### config.mk
export PLATFORM = sky130hd
export DESIGN_NAME = uart_num_receiver_flat
export DESIGN_NICKNAME = d
export VERILOG_FILES = /design/src/rtl/uart_num_if.sv /design/src/rtl/uart_num_receiver.sv /design/src/flat_wrapper.sv
export SDC_FILE = /design/constraint.sdc
export NUM_CORES = 1
export LEC_CHECK = 0
export ABC_AREA = 1
export CAP_MARGIN = 30
export CORE_UTILIZATION = 56
export DETAILED_ROUTE_END_ITERATION = 12
export GPL_ROUTABILITY_DRIVEN = 0
export GPL_TIMING_DRIVEN = 0
export PLACE_DENSITY = 0.75
export SLEW_MARGIN = 10
export SYNTH_ARGS = -nofsm -noshare
export SYNTH_HDL_FRONTEND = slang
export SYNTH_SLANG_ARGS = --single-unit
### constraint.sdc
create_clock -name clk -period 5.2 [get_ports clk]
set_clock_uncertainty 0.05 [all_clocks]
set_input_delay 1.3 -clock clk [delete_from_list [all_inputs] [get_ports clk]]
set_output_delay 1.3 -clock clk [all_outputs]
set_load 0.02 [all_outputs]
### src/rtl/uart_num_if.sv
// Receiver-side bundle for one serial number link: the line in, the
// recovered byte and its BCD digits out.
interface uart_num_if;
  logic       serial_in;
  logic [7:0] rx_data;
  logic       rx_valid;
  logic       frame_err;
  logic       rx_active;
  logic [3:0] tens;
  logic [3:0] units;
  logic       range_err;

  // master: the side driving the line and consuming the results
  modport master (
    output serial_in,
    input  rx_data, rx_valid, frame_err, rx_active, tens, units, range_err
  );

  // slave: the receiver itself
  modport slave (
    input  serial_in,
    output rx_data, rx_valid, frame_err, rx_active, tens, units, range_err
  );
endinterface

### src/rtl/uart_num_receiver.sv
// 8N1 UART receiver with mid-bit sampling and 0..99 to tens/units BCD.
// Values above 99 still load rx_data but flag range_err with zero digits.
module uart_num_receiver #(
  parameter int CLKS_PER_BIT = 5208
) (
  input  logic      clk,
  input  logic      rst,
  uart_num_if.slave bus
);
  localparam int CNT_W = $clog2(CLKS_PER_BIT);
  localparam int H     = (CLKS_PER_BIT - 1) / 2;
  localparam logic [CNT_W-1:0] CNT_LAST = CNT_W'(CLKS_PER_BIT - 1);
  localparam logic [CNT_W-1:0] CNT_MID  = CNT_W'(H);

  localparam logic [1:0] IDLE  = 2'd0;
  localparam logic [1:0] START = 2'd1;
  localparam logic [1:0] DATA  = 2'd2;
  localparam logic [1:0] STOP  = 2'd3;

  logic [1:0]       state;
  logic [CNT_W-1:0] clk_cnt;
  logic [2:0]       bit_idx;
  logic [7:0]       shift;
  logic             sync1, rx_s;

  logic [7:0] data_q;
  logic [3:0] tens_q, units_q;
  logic       range_q, valid_q, ferr_q;

  logic [3:0] tens_n, units_n;
  logic       range_n;
  logic [7:0] rem;

  // Two-flop synchronizer; resets to the idle-high line level
  always_ff @(posedge clk) begin
    if (rst) begin
      sync1 <= 1'b1;
      rx_s  <= 1'b1;
    end else begin
      sync1 <= bus.serial_in;
      rx_s  <= sync1;
    end
  end

  // Binary to BCD on the assembled byte, ahead of the output register
  always_comb begin
    tens_n  = '0;
    units_n = '0;
    range_n = 1'b0;
    rem     = shift;
    if (shift > 8'd99) begin
      range_n = 1'b1;
    end else begin
      for (int k = 1; k < 10; k++) begin
        if (shift >= 8'(k * 10)) begin
          tens_n = 4'(k);
          rem    = shift - 8'(k * 10);
        end
      end
      units_n = 4'(rem);
    end
  end

  // Frame FSM: start verified at half-bit, then one sample per bit period
  always_ff @(posedge clk) begin
    if (rst) begin
      state   <= IDLE;
      clk_cnt <= '0;
      bit_idx <= '0;
      shift   <= '0;
      data_q  <= '0;
      tens_q  <= '0;
      units_q <= '0;
      range_q <= 1'b0;
      valid_q <= 1'b0;
      ferr_q  <= 1'b0;
    end else begin
      valid_q <= 1'b0;
      ferr_q  <= 1'b0;
      case (state)
        IDLE: begin
          clk_cnt <= '0;
          bit_idx <= '0;
          if (!rx_s) state <= START;
        end
        START: begin
          if (clk_cnt == CNT_MID) begin
            clk_cnt <= '0;
            state   <= rx_s ? IDLE : DATA;
          end else begin
            clk_cnt <= clk_cnt + 1'b1;
          end
        end
        DATA: begin
          if (clk_cnt == CNT_LAST) begin
            clk_cnt        <= '0;
            shift[bit_idx] <= rx_s;
            if (bit_idx == 3'd7) state <= STOP;
            else                 bit_idx <= bit_idx + 3'd1;
          end else begin
            clk_cnt <= clk_cnt + 1'b1;
          end
        end
        STOP: begin
          if (clk_cnt == CNT_LAST) begin
            clk_cnt <= '0;
            state   <= IDLE;
            if (rx_s) begin
              data_q  <= shift;
              tens_q  <= tens_n;
              units_q <= units_n;
              range_q <= range_n;
              valid_q <= 1'b1;
            end else begin
              ferr_q  <= 1'b1;
            end
          end else begin
            clk_cnt <= clk_cnt + 1'b1;
          end
        end
        default: state <= IDLE;
      endcase
    end
  end

  assign bus.rx_data   = data_q;
  assign bus.tens      = tens_q;
  assign bus.units     = units_q;
  assign bus.range_err = range_q;
  assign bus.rx_valid  = valid_q;
  assign bus.frame_err = ferr_q;
  assign bus.rx_active = (state != IDLE);
endmodule

### src/flat_wrapper.sv
// flat-port wrapper written by rule: the top's interface ports become plain ports
module uart_num_receiver_flat 
#(
  parameter int CLKS_PER_BIT = 5208
)
  (clk, rst, bus_serial_in, bus_rx_data, bus_rx_valid, bus_frame_err, bus_rx_active, bus_tens, bus_units, bus_range_err);
  uart_num_if bus_i ();
  input  logic clk;
  input  logic rst;
  input wire logic [$bits(bus_i.serial_in)-1:0] bus_serial_in;
  output wire logic [$bits(bus_i.rx_data)-1:0] bus_rx_data;
  output wire logic [$bits(bus_i.rx_valid)-1:0] bus_rx_valid;
  output wire logic [$bits(bus_i.frame_err)-1:0] bus_frame_err;
  output wire logic [$bits(bus_i.rx_active)-1:0] bus_rx_active;
  output wire logic [$bits(bus_i.tens)-1:0] bus_tens;
  output wire logic [$bits(bus_i.units)-1:0] bus_units;
  output wire logic [$bits(bus_i.range_err)-1:0] bus_range_err;
  assign bus_i.serial_in = bus_serial_in;
  assign bus_rx_data = bus_i.rx_data;
  assign bus_rx_valid = bus_i.rx_valid;
  assign bus_frame_err = bus_i.frame_err;
  assign bus_rx_active = bus_i.rx_active;
  assign bus_tens = bus_i.tens;
  assign bus_units = bus_i.units;
  assign bus_range_err = bus_i.range_err;
  uart_num_receiver #(.CLKS_PER_BIT(CLKS_PER_BIT)) u_core (.clk(clk), .rst(rst), .bus(bus_i));
endmodule
======== Yosys cells after proc, flatten, opt, wreduce, memory -nomap -nowiden ========
Cells that the tools add are included.
word-level totals
  input port bits ......................... 3
  register bits ........................... 47
  word-level logic and storage cells ...... 98
  output and inout port bits .............. 20
operators by class
  add/sub/neg operators ................... 11
  magnitude comparators ................... 12
  bitwise logic cells ..................... 2
  reduce and logical (&&, ||, !) cells .... 10
  equal/unequal tests ..................... 12
  multiplexer cells ....................... 39
operators by type and width
  kind                                                                                 count
  4-bit 2-to-1 mux                                                                     13
  13-bit case mux with 3 select lines                                                  1
  13-bit 2-to-1 mux                                                                    2
  8-bit by 6-bit greater-or-equal comparator with 1-bit output, second input constant  3
  8-bit by 7-bit greater-or-equal comparator with 1-bit output, second input constant  3
  4-bit subtractor, second input constant                                              5
  3-bit 2-to-1 mux                                                                     6
  8-bit by 5-bit greater-or-equal comparator with 1-bit output, second input constant  2
  2-bit 2-to-1 mux                                                                     8
  13-bit by 1-bit adder with 13-bit output, second input constant                      1
  13-bit by 12-bit == test with 1-bit output, second input constant                    1
  13-bit == test, second input constant                                                1
  8-bit bitwise mux                                                                    1
  8-bit by 4-bit greater-or-equal comparator with 1-bit output, second input constant  1
  8-bit by 7-bit greater-than comparator with 1-bit output, second input constant      1
  2-bit by 1-bit inequality test with 1-bit output, second input constant              4
  2-bit case mux with 4 select lines                                                   1
  4-bit by 3-bit subtractor with 4-bit output, second input constant                   2
  3-bit case mux with 2 select lines                                                   1
  3-bit AND reduction                                                                  2
  1-bit 2-to-1 mux                                                                     5
  5-bit AND reduction                                                                  1
  2-bit == test, second input constant                                                 2
  3-bit by 4-bit < comparator with 1-bit output, second input constant                 1
  other kinds (15)                                                                     18

======== Depth between registers and ports, before layout ========
Gate-level depths: netlist (run 1).
  word-level depth ........................ 11
  depth in mapped cells ................... 18
  mapped depth without buffers ............ 18

======== Worst setup path before layout (run 1) ========
No wires, ideal clock.
  path kind ............................... input-to-reg
  from .................................... input rst
  to ...................................... register u_core.clk_cnt[5]
  required time ........................... 5028 ps
  path buffers ............................ 2
  path slack .............................. 3148 ps
  arrival time ............................ 1879 ps
  cell stages on the path ................. 5
  setup time .............................. 122 ps
  cell sequence ........................... clkbuf_1 inv_1 nand2_1 buf_2 nor3_1
RTL lines
  item                  RTL line                  RTL
  from (decl)           flat_wrapper.sv:9         input logic rst;
  to (signal assigned)  uart_num_receiver.sv:91   clk_cnt <= clk_cnt + 1'b1;
  to (signal assigned)  uart_num_receiver.sv:101  clk_cnt <= clk_cnt + 1'b1;
  to (signal assigned)  uart_num_receiver.sv:118  clk_cnt <= clk_cnt + 1'b1;
  to (decl)             uart_num_receiver.sv:21   logic [CNT_W-1:0] clk_cnt;

==> results of run 1 <==
metal layers:
layer | part of all wire [%] | GRT usage, %
met4 | 1.5 | 8.889
met1 | 46 | 32.15
met2 | 49 | 47.12
met3 | 3.2 | 4.131
met5 | 0 | 0
layout make-up:
type / count / area (µm²)
tap: 52 / 65.06
timing repair buffer: 21 / 210.2
buffer: 11 / 51.30
sequential: 47 / 940.9
fill: 396 / 1370
multi-input combinational: 278 / 1476
inverter: 50 / 190.2
clock buffer: 5 / 68.82
clock inverter: 3 / 71.32
sequential cells by signal, summed over array words and instances, names as in the netlist, named ones only:
signal and cells:
u_core.bit_idx 3, u_core.bus.frame_err 1, u_core.bus.range_err 1, u_core.bus.rx_data 8, u_core.bus.rx_valid 1, u_core.bus.tens 4
u_core.bus.units 4, u_core.clk_cnt 13, u_core.rx_s 1, u_core.shift 8, u_core.state 1, u_core.sync1 1
critical path: cells and delay by family, from the launching register on:
family / cells / cell delay, ns
buffers and inverters: 2 / 0.70
AND/OR/NAND/NOR: 1 / 0.08
flip-flops: 1 / 0.38
power by group through the flow:
stage	Combinational [mW]	Sequential [mW]	Clock, mW
detailed placement	0.0311	0.376	0
global route	0.0355	0.369	0.349
finish	0.0312	0.368	0.331
global placement	0.0302	0.376	0
floorplan	0.0224	0.376	0
CTS	0.0312	0.368	0.335
synth_stat cells (all sizes together):
library cell  count
and3              1
o211ai            2
buf               6
nor3             20
a21oi            33
nor3b             1
o31ai             1
nand3b            2
clkbuf            5
a211oi           11
xor2              6
nor2             56
nand4             8
o221ai            1
nand2            80
dfxtp            47
a31oi             3
or2               2
nor4              6
nand3            14
o21ai            19
inv              50
ha               11
o21a              1
cells by family (layout without fill, tap and decap cells):
group	count (synthesis)	after routing	share of synthesized area (%)
buffers and inverters	61	90	9.083
XOR/XNOR	6	6	1.976
AND/OR/NAND/NOR	190	190	32.94
flip-flops	47	47	35.39
AO/OA/AOI/OAI	71	71	15.44
adder cells (fa/ha/maj)	11	11	5.176
placed cells by master, fill, tap and decap left out, types with 6 or more instances in the layout:
cell type,instances
a211oi_1,11
a21oi_1,32
clkdlybuf4s50_1,21
dfxtp_1,47
ha_1,11
inv_1,44
nand2_1,76
nand3_1,14
nand4_1,8
nor2_1,49
nor3_1,17
nor4_1,6
o21ai_0,17
xor2_1,6
metrics by stage:
step                setup WS, ns  hold slack (ns)  instance area [µm²]  total power [mW]  utilization [%]
global placement           2.731           0.3400                 2934            0.4066            66.02
CTS                        2.386           0.3782                 3074            0.7343            69.17
global route               2.331           0.4064                 3074            0.7530            69.17
floorplan                  3.148           0.3395                 2659            0.3980                -
finish                     2.392           0.3774                 3074            0.7301            69.17
detailed placement         2.735           0.3557                 2934            0.4076            66.02
how the worst min path moves through the flow:
stage / start / endpoint / slack (ns) / cells past startpoint
2_1_floorplan: u_core.sync1 / u_core.rx_s / 0.34 / 1
3_3_place_gp: u_core.sync1 / u_core.rx_s / 0.34 / 1
3_5_place_dp: u_core.sync1 / u_core.rx_s / 0.36 / 1
4_1_cts: u_core.sync1 / u_core.rx_s / 0.38 / 1
5_1_grt: u_core.sync1 / u_core.rx_s / 0.41 / 1
6_report: u_core.sync1 / u_core.rx_s / 0.38 / 1
==> impl_metrics.yaml, run 1 <==
status:
  outcome: "finished, violations left"
  violations: "DRC"
cells_and_area:
  syn_to_final_growth_pct: 15.62
  drive_above_1_share_pct: 9.157
  nets: 428
  n_antenna_cell: 0
  final_cells: 467
clocking:
  clkTransAtPathRegs_ns: 0.09
  clk_latency_ns: 0.30
  postCtsSetupBuffers: 0
  root_buffer: "clkbuf_8"
  post_cts_resized: 0
  cts_tree: "yes"
  cts_made_buffers: 5
  cts_buffer_depth: 2
  htreeDepth: 2
  holdBufCountCts: 0
  cts.sinks: 47
die:
  die_y_um: 70.91
  die_w_um: 70.91
  core_um2: 4444
  num_io_pins: 23
  num_rows: 24
  start_util_pct: 59.83
  die_area_um2: 5028
worst_setup_path:
  reg2reg_to: "u_core.bus.units[1]"
  r2r-start: "u_core.shift[2]"
  worstPathArrival_ns: 1.46
  cp_slowest_cell: "clkdlybuf4s50_1"
  worst-path-max-fanout: 5
  reg2reg_slack_ns: 2.93
  max_stage_delay_ns: 0.59
  worst-setup-path-type: "flip-flop to output port"
  cp-start-kind: "flip-flop"
  critPathRequiredTime_ns: 3.85
  endpoint_kind: "output port"
  reg2reg_depth: 16
  cp_cell_sequence: "inv_1 > nand2_1 > clkdlybuf4s50_1"
  endpoint: "bus_rx_active"
pwr:
  power.leakage_nw: 1.269
  p_sw_mw: 0.1612
  power_frac_comb_pct: 4.3
  power_frac_seq_pct: 50.4
  power.density_nw_per_um2: 237.5
  ir_drop_mv: 0.2066
  clkPwrFrac_pct: 45.3
  internal-power_mw: 0.5689
  p_sw_share_pct: 22.07
timing:
  timing.slew.headroom_pct: 63.21
  tightest_slew_ns: 0.5468
  final-max-slew-violation-count: 0
  fin_crit_sh_pct: 54.00
  finalSetupTns_ns: 0
  fmax_ghz: 0.3561
  hold_violations: 0
  rsz0062_at_grt: "false"
  finalCriticalPeriod_ns: 2.808
  setup_viol: 0
global_route:
  antenna_found_initial: 0
  overflow: 0
  grt_use_total_pct: 26.31
  grt_first_pass_wirelength_um: 10560
  grt_pass1_vias: 2376
  grt_start_max_net_pins: 17
synth:
  yosysTopAreaCellShare_pct: 35.39
  yosys_warnings: 0
  synth.area.top_cells: "dfxtp_1 35%, nand2_1 11%, nor2_1 6.9%"
  synth-seq-area-share_pct: 35.39
  synth_nets: 400
  synth_top_area_cell: "dfxtp_1"
  synth_area_um2: 2659
  yosysUniqueCellTypes: 35
  ys_seq_elements: 47
  synth_cells: 386
  syn_area_per_cell_um2: 6.888
route:
  drt_iter0_markers: 149
  vias_per_cell: 5.544
  drcViolationCount: 6
  routed_wl_um: 6172
  ant_nets: 0
  drtPass1Iterations: 8
  wire_per_inst_um: 13.22
  via_count: 2589
min_path:
  hp-class: "flip-flop to flip-flop"
run:
  cap_violations: 0
placed_design:
  io_buffers: 21
  post-dp-hpwl_um: 4670
  dpl.cell_count: 459
No activity file was read; power rests on OpenSTA's default activity.
==> run 2, diff against run 1 <==
- clock period: 5.2 -> 2.72 ns (I/O delays scaled with it)
==> results of run 2 <==
The final DEF is identical to that of run 1. Status: finished, violations left: DRC.
Main changes from that run: setup slack after placement 2.735 ns -> 0.4538 ns; clock-pin slew on the worst setup and hold paths 0.09 ns -> 0.10 ns; setup slack after layout 2.392 ns -> 0.4463 ns; end point of the critical path bus_rx_active -> u_core.bus.units[1]; register-to-register setup slack 2.93 ns -> 0.45 ns; total power 0.7301 mW -> 1.396 mW; worst IR drop on VDD 0.2066 mV -> 0.3949 mV
==> run 3, diff against run 2 <==
- clock period: 2.72 -> 2.34 ns (I/O delays scaled with it)
==> impl_metrics.yaml, run 3 (same netlist as run 1, synthesis figures left out) <==
status:
  outcome: "finished, violations left"
  violations: "DRC"
clocking:
  cts_buffer_depth: 2
  holdBufCountCts: 0
  cts_made_buffers: 5
  clk_latency_ns: 0.30
  cts_tree: "yes"
  htreeDepth: 2
  clkTransAtPathRegs_ns: 0.10
  cts.sinks: 47
  root_buffer: "clkbuf_8"
worst_setup_path:
  cp_cell_sequence: "clkbuf_4 > clkinvlp_4 > ha_1 > a21oi_1 > a31oi_1 > a31oi_2 > inv_1 > a21oi_1 > nand2_1 > nand2_1 > nand2_1 > nand2_1 > a21oi_1"
  startpoint: "u_core.shift[3]"
  max_stage_delay_ns: 0.36
  reg2reg_slack_ns: 0.18
  cp_slowest_cell: "dfxtp_1"
  path_depth: 13
  reg2reg_depth: 13
  worstPathArrival_ns: 2.29
  reg2reg_to: "u_core.bus.units[2]"
  crit_family: "compound AO/OA/AOI/OAI gates"
  endpoint: "u_core.bus.units[2]"
  worst-path-max-fanout: 9
  endpoint_kind: "flip-flop"
  r2r-start: "u_core.shift[3]"
  path_buf_inv: 3
  worst-setup-path-type: "flip-flop to flip-flop"
  critPathRequiredTime_ns: 2.47
  cp-start-kind: "flip-flop"
  cp_common_cell: "nand2_1"
die:
  num_rows: 24
  num_io_pins: 23
  die_y_um: 70.91
  die_w_um: 70.91
  core_um2: 4444
  start_util_pct: 59.83
  die_area_um2: 5028
timing:
  hold_violations: 0
  fmax_ghz: 0.4630
  timing.slew.headroom_pct: 62.27
  finalCriticalPeriod_ns: 2.160
  setup_viol: 0
  fin_crit_sh_pct: 92.30
  final-max-slew-violation-count: 0
  rsz0062_at_grt: "true"
  tightest_slew_ns: 0.5608
cells_and_area:
  nFillCells: 391
  largest_reg_flops: 13
  final_cell_area_um2: 3099
  final_cell_mix: "76 x nand2_1, 49 x nor2_1, 46 x dfxtp_1"
  nets: 430
  n_antenna_cell: 0
  top_register: "u_core.clk_cnt"
  fin_util_pct: 69.74
  drive_above_1_share_pct: 10.31
  syn_to_final_growth_pct: 16.56
  final_common_cell: "nand2_1"
pwr:
  power.density_nw_per_um2: 523.9
  ir_drop_mv: 0.4598
  power.leakage_nw: 1.277
global_route:
  grt_start_max_net_pins: 17
  overflow: 0
  grt_pass1_vias: 2376
  grt-busiest-layer: "met2"
  grtUsageMet2_pct: 47.12
  use_met3_pct: 4.131
  antenna_found_initial: 0
  grt_first_pass_wirelength_um: 10560
  grt_use_total_pct: 26.31
  grtUsageMet1_pct: 32.15
route:
  drt_iter0_markers: 178
  drcViolationCount: 6
  vias_per_cell: 5.529
  drtPass1Iterations: 8
  ant_nets: 0
  routed_wl_um: 6240
  wire_per_inst_um: 13.30
  via_count: 2593
placed_design:
  post-dp-hpwl_um: 4670
  io_buffers: 21
  placed_area_um2: 2934
min_path:
  hp-class: "flip-flop to flip-flop"
run:
  cap_violations: 0
run 3: cell count changes in the layout (fill, tap and decap cells not counted):
cell	delta
ha_1	-1
ha_2	+1
buf_4	+2
clkbuf_4	+1
inv_1	-1
buf_2	-1
clkinvlp_4	+1
dfxtp_1	-1
dfxtp_2	+1
run 3: layout make-up:
type,instances,area [µm²],area share [%]
multi-input cells,278,1479,47.72
flip-flops and latches,47,942.2,30.40
repair buffers,23,225.2,7.267
inverters,50,193.9,6.258
clock inverters,3,71.32,2.301
clock buffers,5,68.82,2.220
well taps,52,65.06,2.099
plain buffers,11,53.80,1.736
run 3: worst min path at each step:
stage                       from     endpoint  cells after the start
floorplan           u_core.sync1  u_core.rx_s                      1
global placement    u_core.sync1  u_core.rx_s                      1
detailed placement  u_core.sync1  u_core.rx_s                      1
CTS                 u_core.sync1  u_core.rx_s                      1
global route        u_core.sync1  u_core.rx_s                      1
finish              u_core.sync1  u_core.rx_s                      1
run 3: worst register-to-register path, stage by stage (launching register included):
cell and delay [ns]:
dfxtp_1 0.36, clkbuf_4 0.23, clkinvlp_4 0.15, ha_1 0.23, a21oi_1 0.16, a31oi_1 0.12
a31oi_2 0.20, inv_1 0.10, a21oi_1 0.15, nand2_1 0.07, nand2_1 0.07, nand2_1 0.05
nand2_1 0.05, a21oi_1 0.05
run 3: stage by stage:
stage / hold slack (ns) / TNS, ns / setup slack [ns] / power [mW] / instances
2_1_floorplan: 0.3395 / 0 / 0.5020 / 0.8845 / 386
3_3_place_gp: 0.3400 / 0 / 0.09851 / 0.9035 / 459
3_5_place_dp: 0.3557 / 0 / 0.07383 / 0.9057 / 459
4_1_cts: 0.3782 / 0 / 0.05183 / 1.632 / 467
5_1_grt: 0.4064 / -0.02835 / -0.02835 / 1.673 / 469
6_report: 0.3786 / 0 / 0.1802 / 1.624 / 469
run 3: power by group:
group,switching [mW],internal (mW)
clock network,0.302,0.434
registers,0.00939,0.809
logic,0.0477,0.0217
total,0.359,1.26
run 3: what timing repair did:
item	in CTS	in global routing
buffers inserted	0	2
resized for setup	0	4
endpoints found under the setup margin	0	4
endpoints found under the hold margin	0	0
run 3: per-layer routing:
layer / vias up / wire (µm)
met5: - / 0
met4: 0 / 97
met3: 10 / 254
met2: 64 / 3055
met1: 1185 / 2833
li1: 1334 / -
